$ cat src/rtl/serial_tx.sv
// Parallel-in, serial-out frame transmitter: start bit, DATA_W data bits
// LSB first, optional even-parity bit, stop bit, each held CLKS_PER_BIT clocks.
// Define SERIAL_TX_PARITY_EN to insert the parity bit between data and stop.
module serial_tx #(
  parameter int unsigned DATA_W       = 8,
  parameter int unsigned CLKS_PER_BIT = 4
) (
  input  logic              clk,
  input  logic              rst,
  input  logic [DATA_W-1:0] tx_data,
  input  logic              tx_valid,
  output logic              tx_ready,
  output logic              tx_out,
  output logic              tx_busy,
  output logic              tx_done
);

  localparam int unsigned CNT_W = (CLKS_PER_BIT > 1) ? $clog2(CLKS_PER_BIT) : 1;
  localparam int unsigned BIT_W = (DATA_W > 1) ? $clog2(DATA_W) : 1;
  localparam logic [CNT_W-1:0] CNT_LAST = CNT_W'(CLKS_PER_BIT - 1);
  localparam logic [BIT_W-1:0] BIT_LAST = BIT_W'(DATA_W - 1);

  typedef enum logic [2:0] {
    S_IDLE,
    S_START,
    S_DATA,
`ifdef SERIAL_TX_PARITY_EN
    S_PARITY,
`endif
    S_STOP
  } state_t;

  state_t              r_state, w_state_nxt;
  logic [CNT_W-1:0]    r_cnt, w_cnt_nxt;
  logic [BIT_W-1:0]    r_bit, w_bit_nxt;
  logic [DATA_W-1:0]   r_shift, w_shift_nxt;
  logic                r_tx_out, w_tx_out_nxt;
  logic                r_tx_ready, w_tx_ready_nxt;
  logic                r_tx_busy, w_tx_busy_nxt;
  logic                r_tx_done, w_tx_done_nxt;
  logic                w_wrap;
`ifdef SERIAL_TX_PARITY_EN
  logic                r_parity, w_parity_nxt;
`endif

  assign w_wrap = (r_cnt == CNT_LAST);

  // State, counters, shift register and registered outputs
  always_ff @(posedge clk or posedge rst) begin
    if (rst) begin
      r_state    <= S_IDLE;
      r_cnt      <= '0;
      r_bit      <= '0;
      r_shift    <= '0;
      r_tx_out   <= 1'b1;
      r_tx_ready <= 1'b1;
      r_tx_busy  <= 1'b0;
      r_tx_done  <= 1'b0;
`ifdef SERIAL_TX_PARITY_EN
      r_parity   <= 1'b0;
`endif
    end else begin
      r_state    <= w_state_nxt;
      r_cnt      <= w_cnt_nxt;
      r_bit      <= w_bit_nxt;
      r_shift    <= w_shift_nxt;
      r_tx_out   <= w_tx_out_nxt;
      r_tx_ready <= w_tx_ready_nxt;
      r_tx_busy  <= w_tx_busy_nxt;
      r_tx_done  <= w_tx_done_nxt;
`ifdef SERIAL_TX_PARITY_EN
      r_parity   <= w_parity_nxt;
`endif
    end
  end

  // Next-state logic; outputs are computed from the next state so they register in step with it
  always_comb begin
    w_state_nxt    = r_state;
    w_cnt_nxt      = r_cnt;
    w_bit_nxt      = r_bit;
    w_shift_nxt    = r_shift;
    w_tx_done_nxt  = 1'b0;
    w_tx_out_nxt   = 1'b1;
`ifdef SERIAL_TX_PARITY_EN
    w_parity_nxt   = r_parity;
`endif

    case (r_state)
      S_IDLE: begin
        if (tx_valid && r_tx_ready) begin
          w_shift_nxt = tx_data;
          w_cnt_nxt   = '0;
          w_bit_nxt   = '0;
          w_state_nxt = S_START;
`ifdef SERIAL_TX_PARITY_EN
          w_parity_nxt = ^tx_data;
`endif
        end
      end
      S_START: begin
        if (w_wrap) begin
          w_cnt_nxt   = '0;
          w_state_nxt = S_DATA;
        end else begin
          w_cnt_nxt = r_cnt + CNT_W'(1);
        end
      end
      S_DATA: begin
        if (w_wrap) begin
          w_cnt_nxt = '0;
          if (r_bit == BIT_LAST) begin
`ifdef SERIAL_TX_PARITY_EN
            w_state_nxt = S_PARITY;
`else
            w_state_nxt = S_STOP;
`endif
          end else begin
            w_bit_nxt   = r_bit + BIT_W'(1);
            w_shift_nxt = r_shift >> 1;
          end
        end else begin
          w_cnt_nxt = r_cnt + CNT_W'(1);
        end
      end
`ifdef SERIAL_TX_PARITY_EN
      S_PARITY: begin
        if (w_wrap) begin
          w_cnt_nxt   = '0;
          w_state_nxt = S_STOP;
        end else begin
          w_cnt_nxt = r_cnt + CNT_W'(1);
        end
      end
`endif
      S_STOP: begin
        if (w_wrap) begin
          w_cnt_nxt     = '0;
          w_state_nxt   = S_IDLE;
          w_tx_done_nxt = 1'b1;
        end else begin
          w_cnt_nxt = r_cnt + CNT_W'(1);
        end
      end
      default: begin
        w_state_nxt = S_IDLE;
        w_cnt_nxt   = '0;
        w_bit_nxt   = '0;
      end
    endcase

    case (w_state_nxt)
      S_START:    w_tx_out_nxt = 1'b0;
      S_DATA:     w_tx_out_nxt = w_shift_nxt[0];
`ifdef SERIAL_TX_PARITY_EN
      S_PARITY:   w_tx_out_nxt = w_parity_nxt;
`endif
      default:    w_tx_out_nxt = 1'b1;
    endcase

    w_tx_ready_nxt = (w_state_nxt == S_IDLE);
    w_tx_busy_nxt  = (w_state_nxt != S_IDLE);
  end

  assign tx_out   = r_tx_out;
  assign tx_ready = r_tx_ready;
  assign tx_busy  = r_tx_busy;
  assign tx_done  = r_tx_done;

endmodule

$ cat config.mk
export PLATFORM = sky130hd
export DESIGN_NAME = serial_tx
export DESIGN_NICKNAME = d
export VERILOG_FILES = /design/src/rtl/serial_tx.sv
export SDC_FILE = /design/constraint.sdc
export NUM_CORES = 1
export LEC_CHECK = 0
export CORE_ASPECT_RATIO = 1.25
export CORE_MARGIN = 2
export CORE_UTILIZATION = 50
export DETAILED_ROUTE_END_ITERATION = 7
export PLACE_DENSITY = 0.74
export SLEW_MARGIN = 20
export SYNTH_ARGS = -nofsm -noshare
export SYNTH_HDL_FRONTEND = slang
export SYNTH_SLANG_ARGS = --single-unit
$ cat constraint.sdc
create_clock -name clk -period 1.8 [get_ports clk]
set_input_delay 0.36 -clock clk [delete_from_list [all_inputs] [get_ports clk]]
set_output_delay 0.36 -clock clk [all_outputs]
set_load 0.02 [all_outputs]
Word level (Yosys, flattened, before mapping)

Cells that the tools add are included.

Output and inout bits: 4
Input port bits: 11
Bits in latches: 0
RAM bits: 0
Bits in read-only memories: 0
Memories kept: 0
Flip-flop bits (word level): 20
Logic and storage cells: 51

Multipliers: 0
Shift-type cells: 0
Eq/ne operators: 10
Divide/modulo/power cells: 0
Bitwise logic cells: 1
Magnitude comparators: 0
Muxes and demuxes: 20
Reduce and logical (&&, ||, !) cells: 9
Add/sub/neg operators: 2

Operators with widths:

| cell                                                            | count |
|---|---|
| 3-bit 2-to-1 mux                                                | 8 |
| 8-bit 2-to-1 mux                                                | 3 |
| 8-bit one-hot mux with 2 select lines                           | 1 |
| 3-bit one-hot mux with 4 select lines                           | 1 |
| 3-bit by 2-bit == test with 1-bit output, second input constant | 3 |
| 3-bit one-hot mux with 3 select lines                           | 1 |
| 4-bit AND reduction                                             | 2 |
| 3-bit by 1-bit == test with 1-bit output, second input constant | 2 |
| 3-bit zero test                                                 | 2 |
| 2-bit != test, second input constant                            | 3 |
| 2-bit 2-to-1 mux                                                | 2 |
| 2-bit one-hot mux with 2 select lines                           | 1 |
| 3-bit by 1-bit adder with 3-bit output, second input constant   | 1 |
| 3-bit == test, second input constant                            | 1 |
| 3-bit nonzero test                                              | 1 |
| 3-bit OR reduction                                              | 1 |
| 2-bit by 1-bit adder with 2-bit output, second input constant   | 1 |
| 2-bit == test, second input constant                            | 1 |
| 1-bit 2-to-1 mux                                                | 2 |
| 1-bit one-hot mux with 2 select lines                           | 1 |
| 2-bit nonzero test                                              | 1 |
| 2-bit OR reduction                                              | 1 |
| 1-bit logical AND                                               | 1 |
| 1-bit inverter                                                  | 1 |

Depth between registers and ports, before layout

Gate-level depths: netlist (run 1).

Depth in word-level cells: 6
Depth in mapped cells: 6

Worst setup path before layout (run 1)

Ideal clock, no wire load.

Kind: register -> register
From: register r_bit[0]
To: register r_shift[7]
Buffers on the path: 0
Setup time: 121 ps
Stages on the path, launching flop included: 7
Arrival: 1555 ps
Path slack: 125 ps
Path through: dfrtp_1 ha_1 ha_1 nand2b_2 nor3_4 nor2_2 a22o_1

Cells in the longest elaborated chain, start to end: 3

RTL lines:

| element                       | line | RTL |
|---|---|---|
| start: declaration            | 35   | `logic [BIT_W-1:0] r_bit, w_bit_nxt;` |
| start signal: assignment      | 65   | `r_bit <= w_bit_nxt;` |
| 3-bit == test                 | 112  | `if (r_bit == BIT_LAST) begin` |
| 2-bit != test (no line)       | n/a  |  |
| 4-bit AND reduction (no line) | n/a  |  |
| end signal: assignment        | 66   | `r_shift <= w_shift_nxt;` |
| end: declaration              | 36   | `logic [DATA_W-1:0] r_shift, w_shift_nxt;` |

Every way passes these cells.
A chain may end at the register's enable or synchronous reset.

Worst setup path in the final report (run 1)

From: register r_bit[0]
To: register r_tx_out (netlist: tx_out)

Cells in the longest elaborated chain, start to end: 6
Elaborated cells on any way between the ends: 10

RTL lines:

| element                                                                                                     | line | RTL |
|---|---|---|
| 3-bit == test *                                                                                             | 112  |  |
| 3-bit 2-to-1 mux                                                                                            | 112  |  |
| 3-bit 2-to-1 mux                                                                                            | 110  | `if (w_wrap) begin` |
| 3-bit one-hot mux with 4 select lines                                                                       | 89   | `case (r_state)` |
| 3-bit by 2-bit == test with 1-bit output / 3-bit by 1-bit == test with 1-bit output (equally long branches) | 152  | `case (w_state_nxt)` |
| 1-bit one-hot mux with 2 select lines *                                                                     | 152  |  |
| net w_tx_out_nxt                                                                                            | 37   | `logic r_tx_out, w_tx_out_nxt;` |
| end signal: assignment                                                                                      | 67   | `r_tx_out <= w_tx_out_nxt;` |
| end: declaration                                                                                            | 37   |  |

The timed path passes the listed nets; every way through them passes the cells marked *. The select of a mux whose other input is x is not followed.

==> summary by stage, run 1 <==
Outcome
The run finished with clean final reports.

Drt
The violation count after the first detailed-route iteration is 2. The average via count per standard cell is 5.79. The number of search-and-repair iterations in the first detailed-routing pass is 4.

Wires add up to 1.84 mm. After detailed routing, the average wire length per cell comes to 14.1 microns. The remaining number of nets flagged by the antenna check after routing is 0. The number of vias in the routed layout is 758. The number of remaining DRC errors is 0.

STA
The number of hold-slack violations in the final timing report is 0. The minimum period implied by the final worst setup slack is 1.70 ns. The total count of max-transition violations in the final report is 0. The final setup violation count is 0. For the final database, setup skew stands at 0.00439 ns. Setup repair after global routing left no endpoint under its margin. The achievable frequency is 0.587 GHz. The final critical-path share of the clock period is 0.947.

Cells and area
The total of fill cells in the finished design is 151. The multi-input combinational cells in the finished layout cover a total of 500 sq um. The number of antenna diodes is 0. The area growth from synthesis to layout is 27.3%. The sequential cell area is 503 sq um. The share of layout cells above drive strength 1 is 0.207. In the final design database the tool counted 126 nets. The core utilization of the finished layout is 0.660.

Clocking
The clock transition at the registers of the reported paths is 0.11 ns. TritonCTS built the clock tree. The buffer count from post-CTS setup fixing is 0. The cell sitting at the root of the clock tree is a sky130_fd_sc_hd__clkbuf_4. The clock latency reported for the late side of the worst-skew pair is 0.29 ns. The maximum root-to-sink buffer count is 2. The tree built by TritonCTS fans out to 20 sinks. In this run the number of H-tree levels came out at 1. Buffers inserted during clock tree synthesis total 3.

Synth
By count the netlist is led by sky130_fd_sc_hd__dfrtp_1, sky130_fd_sc_hd__a21o_1, sky130_fd_sc_hd__a22o_1. In the synthesized netlist the dominant register cell turns out to be sky130_fd_sc_hd__dfrtp_1. Of the synthesized area, sequential elements account for 0.495.

Of the post-synthesis cell area, the dominant cell type holds 0.443. The synthesized design contains 0 enable-type register cells. The share of flip-flops with an asynchronous set or reset after synthesis is 1.00. The most common cell in the synthesized netlist is sky130_fd_sc_hd__dfrtp_1. The cell area after synthesis is 0.00102 sq mm. The synthesized design spends more area on one cell type than any other, namely sky130_fd_sc_hd__dfrtp_1. The synthesized area per cell is 11.7 sq um.

The number of flip-flops and latches in the synthesized netlist is 20. The distinct cell type count after synthesis is 35. The total nets after synthesis is 101. By area the synthesized netlist is led by sky130_fd_sc_hd__dfrtp_1, sky130_fd_sc_hd__a22o_1, sky130_fd_sc_hd__a21o_1, sky130_fd_sc_hd__dfstp_2, sky130_fd_sc_hd__ha_1. The gate count of the mapped netlist is 87. For this run, the number of Yosys warnings is 0.

Pwr
Of the total power, combinational logic draws 0.153. In this run the power density over the cells is 821 mW/mm^2. Of the total power, registers draw 0.511.

The internal power is 0.821 mW. The switching power total is 0.241 mW. The design draws 1.06 mW. VDD sags by at most 642 uV.

The analysis attributes to cell leakage a power of 0.609 nW. The share of total power dissipated in the clock network is 0.336. The share of total power consumed by net switching is 0.227.

Die
The die covers 0.00241 sq mm. The core area is 0.00196 sq mm. The die is 54.4 microns tall. The floorplan has 18 rows. The initial standard-cell utilization of the core is 0.519. The floorplan step set the die width to 44.3 microns. 15 I/O pins were placed.

Global route
The pin count of the biggest net entering global routing is 13. After global routing the overflow that remains totals 0. The number of global-route vias before repair came to 729. The aggregate global-route resource usage is 0.179. The first-pass GRT wire length is 3.09 mm. The number of antenna violations at the first check in global routing came to 0.

Critical path
The critical register-to-register path startpoint is r_bit[0]. The sort of element at the start of the critical path is a flip-flop. The data required time of the worst path is 2.04 ns. STA classifies the critical path endpoint as a flip-flop. The category of the most critical setup path is flip-flop to flip-flop. The peak fanout along the critical path is 4.

The data arrival time at the worst-slack endpoint is 1.95 ns. The worst setup path startpoint is r_bit[0].

Hold path
The path category of the worst min-delay check is primary input to asynchronous set/reset pin.

Placement
Once detailed placement completed, the half-perimeter wirelength came to 1.48 mm. The count of buffers added on input and output ports is 14. The global placement routability congestion is 0.802.

Job
Max-cap violations in this run came to 0.
kinds of logic after synthesis:
logic type / synth area share
AO/OA/AOI/OAI: 0.230
XOR/XNOR: 0.00862
adder cells (fa/ha/maj): 0.0369
buffers and inverters: 0.0295
flip-flops: 0.495
multiplexers: 0.0332
other: 0.00369
AND/OR/NAND/NOR: 0.163
cell type report:
cell class              count  share of cell area
flip-flops and latches     20               0.389
clock inverters             1              0.0232
inverters                   2             0.00580
repair buffers             23               0.159
multi-input cells          62               0.387
well taps                  20              0.0193
clock buffers               3              0.0174
placed cells by master, fill, tap and decap left out, drive strengths merged, types with 2 or more instances in the layout:
cell,netlist,routed
dfrtp,18,18
clkdlybuf4s50,0,12
buf,2,9
a22o,7,7
a21o,7,7
nor2,6,6
a21oi,5,5
nand2,4,4
o21ai,3,3
mux2,3,3
nand3b,3,3
ha,3,3
clkbuf,1,3
nand2b,2,2
nor3b,2,2
nand3,2,2
o22a,2,2
dlygate4sd2,0,2
dfstp,2,2
nor3,2,2
inv,2,2
repair_timing:
item	4_1_cts	5_1_grt
pin swaps	0	1
hold buffers	0	0
cloned	0	0
gates resized for setup	2	2
endpoints found under the setup margin	2	7
critical path, stage by stage (launching register included):
cell and delay, ns:
sky130_fd_sc_hd__dfrtp_1 0.42, sky130_fd_sc_hd__ha_1 0.21, sky130_fd_sc_hd__ha_1 0.21, sky130_fd_sc_hd__nand3b_1 0.21, sky130_fd_sc_hd__a2111oi_4 0.40, sky130_fd_sc_hd__o32a_1 0.20
final timing paths:
| kind | end | slack, ns | cells after the start |
|---|---|---|---|
| worst max-delay path | tx_out | 0.1 | 5 |
| max in group asynchronous | r_bit[2] | 1.01 | 3 |
| worst max register to register | tx_out | 0.1 | 5 |
| worst min-delay path | r_cnt[1] | 0.31 | 2 |
| min in group clk | r_shift[3] | 0.49 | 1 |
| worst min register to register | r_shift[3] | 0.49 | 1 |
flip-flops by register name, summed over array words and instances, names as in the netlist:
register,count
tx_done,1
r_state,3
r_bit,3
tx_busy,1
r_shift,8
r_cnt,2
tx_ready,1
tx_out,1
power groups by stage:
stage                     clock network [mW]  registers (mW)  logic (mW)
after floorplan                            0           0.547      0.0943
after global placement                     0           0.550       0.159
after detailed placement                   0           0.551       0.162
after CTS                              0.372           0.542       0.160
after global routing                   0.387           0.550       0.179
final                                  0.357           0.542       0.162
stage by stage:
step | instance area [sq um] | hold WS [ns] | cells | setup slack, ns | TNS (ns)
after floorplan | 1020 | 0.322 | 87 | 0.125 | 0
after global placement | 1230 | 0.465 | 127 | 0.0198 | 0
after detailed placement | 1230 | 0.466 | 127 | -0.00220 | -0.00220
after CTS | 1280 | 0.313 | 131 | 0.0440 | 0
after global routing | 1290 | 0.342 | 131 | 0.00208 | 0
final | 1290 | 0.315 | 131 | 0.0961 | 0
routing by layer:
| metal | global-route usage | wire, microns |
|---|---|---|
| met5 | 0 | 0 |
| met4 | 0.121 | 35 |
| met3 | 0.0264 | 49 |
| met2 | 0.319 | 953 |
| met1 | 0.197 | 806 |
(Power assumes the default switching activity.)
==> run 2: changes to the inputs <==
--- a/config.mk
+++ b/config.mk
@@ -6,10 +6,9 @@
 export NUM_CORES = 1
 export LEC_CHECK = 0
 export CORE_ASPECT_RATIO = 1.25
-export CORE_MARGIN = 2
-export CORE_UTILIZATION = 50
+export CORE_UTILIZATION = 52
 export DETAILED_ROUTE_END_ITERATION = 7
-export PLACE_DENSITY = 0.74
+export PLACE_DENSITY = 0.77
 export SLEW_MARGIN = 20
 export SYNTH_ARGS = -nofsm -noshare
 export SYNTH_HDL_FRONTEND = slang
==> summary by stage, run 2 (same netlist as run 1, synthesis figures left out) <==
Outcome
The run finished with clean final reports.

STA
The total count of max-transition violations in the final report is 0 (unchanged). The number of hold-slack violations in the final timing report is 0 (unchanged). The hold slack came to 0.366 ns (+0.0508 ns). The achievable frequency is 0.591 GHz (+0.65%). The final setup skew is 0.00925 ns (+0.00486 ns).

Setup repair after global routing left no endpoint under its margin. The final critical-path share of the clock period is 0.940 (-0.00614). The minimum period implied by the final worst setup slack is 1.69 ns (-0.0111 ns). The final setup violation count is 0 (unchanged).

Die
The full die area is 0.00214 sq mm (-11%). The width of the die is 41.5 microns (-6.3%). The core area was 0.00181 sq mm (-7.7%).

The row count came to 17 (-1). The I/O pin count was 15 (unchanged). The initial standard-cell utilization of the core is 0.562 (+0.0434).

The die extent in y is 51.4 microns (-5.5%).

Clocking
The maximum root-to-sink buffer count is 2 (unchanged). The clock transition at the registers of the reported paths was 0.12 ns (about the same). The clock buffer count from CTS is 3 (unchanged). The clock latency reported for the late side of the worst-skew pair is 0.31 ns (+0.02 ns). TritonCTS built the clock tree.

The level count of the clock H-tree is 1 (unchanged). The tree is rooted in a sky130_fd_sc_hd__clkbuf_4. The hold buffer count at cts came to 0 (unchanged).

The total clock sinks came to 20 (unchanged).

Critical path
The worst setup path startpoint is r_cnt[0]. The cell class contributing the biggest share of worst-path delay is compound AO/OA/AOI/OAI gates. The peak fanout along the critical path came to 8 (+4). The category of the most critical setup path is flip-flop to flip-flop. Traced cell by cell, the critical path runs through ha_1 -> nand2_1 -> o22a_1 -> o22a_1 -> o32a_1.

In this run the critical register-to-register path is launched from r_cnt[0]. Among the stages of the critical path, the cell type that occurs most often is sky130_fd_sc_hd__o22a_1. The worst reg-to-reg path cell count is 5 (unchanged).

STA classifies the critical path startpoint as a flip-flop. The capturing point of the worst reg2reg path is tx_out. The termination of the worst setup path is tx_out. The type of destination of the critical path is a flip-flop. The cell count along the critical path was 5 (unchanged). The flop-to-flop setup slack came to 0.11 ns (about the same). The data required time of the worst path is 2.03 ns (about the same). The cell with the biggest individual delay on the critical path is sky130_fd_sc_hd__dfrtp_1. The number of buffers and inverters on the critical path is 0 (unchanged). The data arrival time at the worst-slack endpoint is 1.93 ns (-0.02 ns). The stage delay of the slowest cell on the critical path is 0.39 ns (-0.03 ns).

Drt
The final wirelength came to 1.93 mm (+4.5%). The number of vias in the routed layout is 764 (+0.79%). The number of remaining DRC errors is 0 (unchanged).

The number of search-and-repair iterations in the first detailed-routing pass is 4 (unchanged). The average via count per standard cell is 5.88 (+1.6%). The routed wire length per instance is 14.8 microns (+5.3%).

The remaining number of nets flagged by the antenna check after routing is 0 (unchanged). The violation count after the first detailed-route iteration is 9 (+7).

Cells and area
The share of layout cells above drive strength 1 is 0.207 (unchanged). The number of antenna diodes is 0 (unchanged). Leaving out fill and tap cells, the most frequent cell in the layout is sky130_fd_sc_hd__dfrtp_1. The sequential cell area was 503 sq um (unchanged). The number of cells in the finished layout apart from fillers is 130 (-0.76%).

The final-stage net count came to 126 (unchanged). The total of fill cells in the finished design came to 135 (-11%). The core utilization of the finished layout is 0.717 (+0.0567).

The top cell types in the final layout, fill and taps aside, are sky130_fd_sc_hd__dfrtp_1, sky130_fd_sc_hd__clkdlybuf4s50_1, sky130_fd_sc_hd__buf_4. The area taken by multi-input logic gates came to 500 sq um (unchanged). The number of flip-flops under the largest register name came to 8 (unchanged). Relative to the synthesized area, the layout overhead comes to 27.6%.

The register ranked first by flip-flop count is r_shift. The largest registers in the layout are r_shift (8), r_bit (3), r_state (3).

Global route
The number of antenna violations at the first check in global routing came to 0 (unchanged). The pin count of the biggest net entering global routing is 21 (+8). The residual overflow from global routing was 0 (unchanged). The number of global-route vias before repair came to 802 (+10%). The aggregate global-route resource usage is 0.216 (+0.0365). The first-pass GRT wire length is 3.43 mm (+11%).

Pwr
The worst ir drop on vdd is 742 uV (+16%). The total power divided by cell area is 827 mW/mm^2 (+0.80%). The cell leakage power is 0.615 nW (+0.91%).

Placement
The number of I/O port buffers came to 14 (unchanged). The HPWL after detailed placement is 1.45 mm (-1.7%). The count of placed standard cells including taps came to 126 (-0.79%). The global placement routability congestion is 0.786 (-2.0%).

Hold path
The tightest min-delay check is of the primary input to asynchronous set/reset pin type.

Job
The max-cap violation count is 0 (unchanged).
==> run 2: through the flow <==
step	instance area, sq um	total power [mW]	worst slack, ns	setup TNS [ns]
after global routing	1300	1.12	0.0261	0
after global placement	1220	0.707	0.0482	0
final	1300	1.07	0.107	0
after detailed placement	1220	0.717	-0.0442	-0.0442
after floorplan	1020	0.642	0.125	0
after CTS	1280	1.08	0.00166	0
==> run 2: cell type report <==
type                    count  area share
multi-input cells          62       0.386
clock inverters             1      0.0232
flip-flops and latches     20       0.388
inverters                   2     0.00579
well taps                  19      0.0183
repair buffers             23       0.161
clock buffers               3      0.0174
==> run 2: layer usage <==
| metal | GRT usage | part of all wire | wire length (microns) |
|---|---|---|---|
| met1 | 0.234 | 0.41 | 784 |
| met3 | 0.0212 | 0.021 | 40 |
| met4 | 0.129 | 0.025 | 49 |
| met2 | 0.401 | 0.55 | 1050 |
| met5 | 0 | 0 | 0 |
==> run 2: power breakdown <==
| part | switching [mW] | internal (mW) | leakage [nW] | total, mW |
|---|---|---|---|---|
| Sequential | 0.0381 | 0.504 | 0.256 | 0.542 |
| Combinational | 0.0744 | 0.0923 | 0.331 | 0.167 |
| Clock | 0.138 | 0.225 | 0.0279 | 0.364 |
| Total | 0.251 | 0.821 | 0.615 | 1.07 |
==> run 2: worst min path at each step <==
stage                           from          to  slack, ns  cells after the start
after floorplan                  rst    r_bit[0]       0.32                      1
after global placement    r_shift[2]  r_shift[2]       0.46                      1
after detailed placement  r_shift[3]  r_shift[3]       0.47                      1
after CTS                        rst  r_shift[6]       0.37                      3
after global routing             rst  r_shift[6]       0.40                      3
final                            rst  r_shift[6]       0.37                      3
==> run 2: worst reg2reg max path, stage by stage (launching register included) <==
cell and delay (ns):
sky130_fd_sc_hd__dfrtp_1 0.39, sky130_fd_sc_hd__ha_1 0.37, sky130_fd_sc_hd__nand2_1 0.18, sky130_fd_sc_hd__o22a_1 0.21, sky130_fd_sc_hd__o22a_1 0.18, sky130_fd_sc_hd__o32a_1 0.29
==> run 2: timing repair <==
item,CTS,global route
pin swaps,0,1
setup buffers,0,0
setup endpoints to repair,1,8
gates resized for setup,1,3
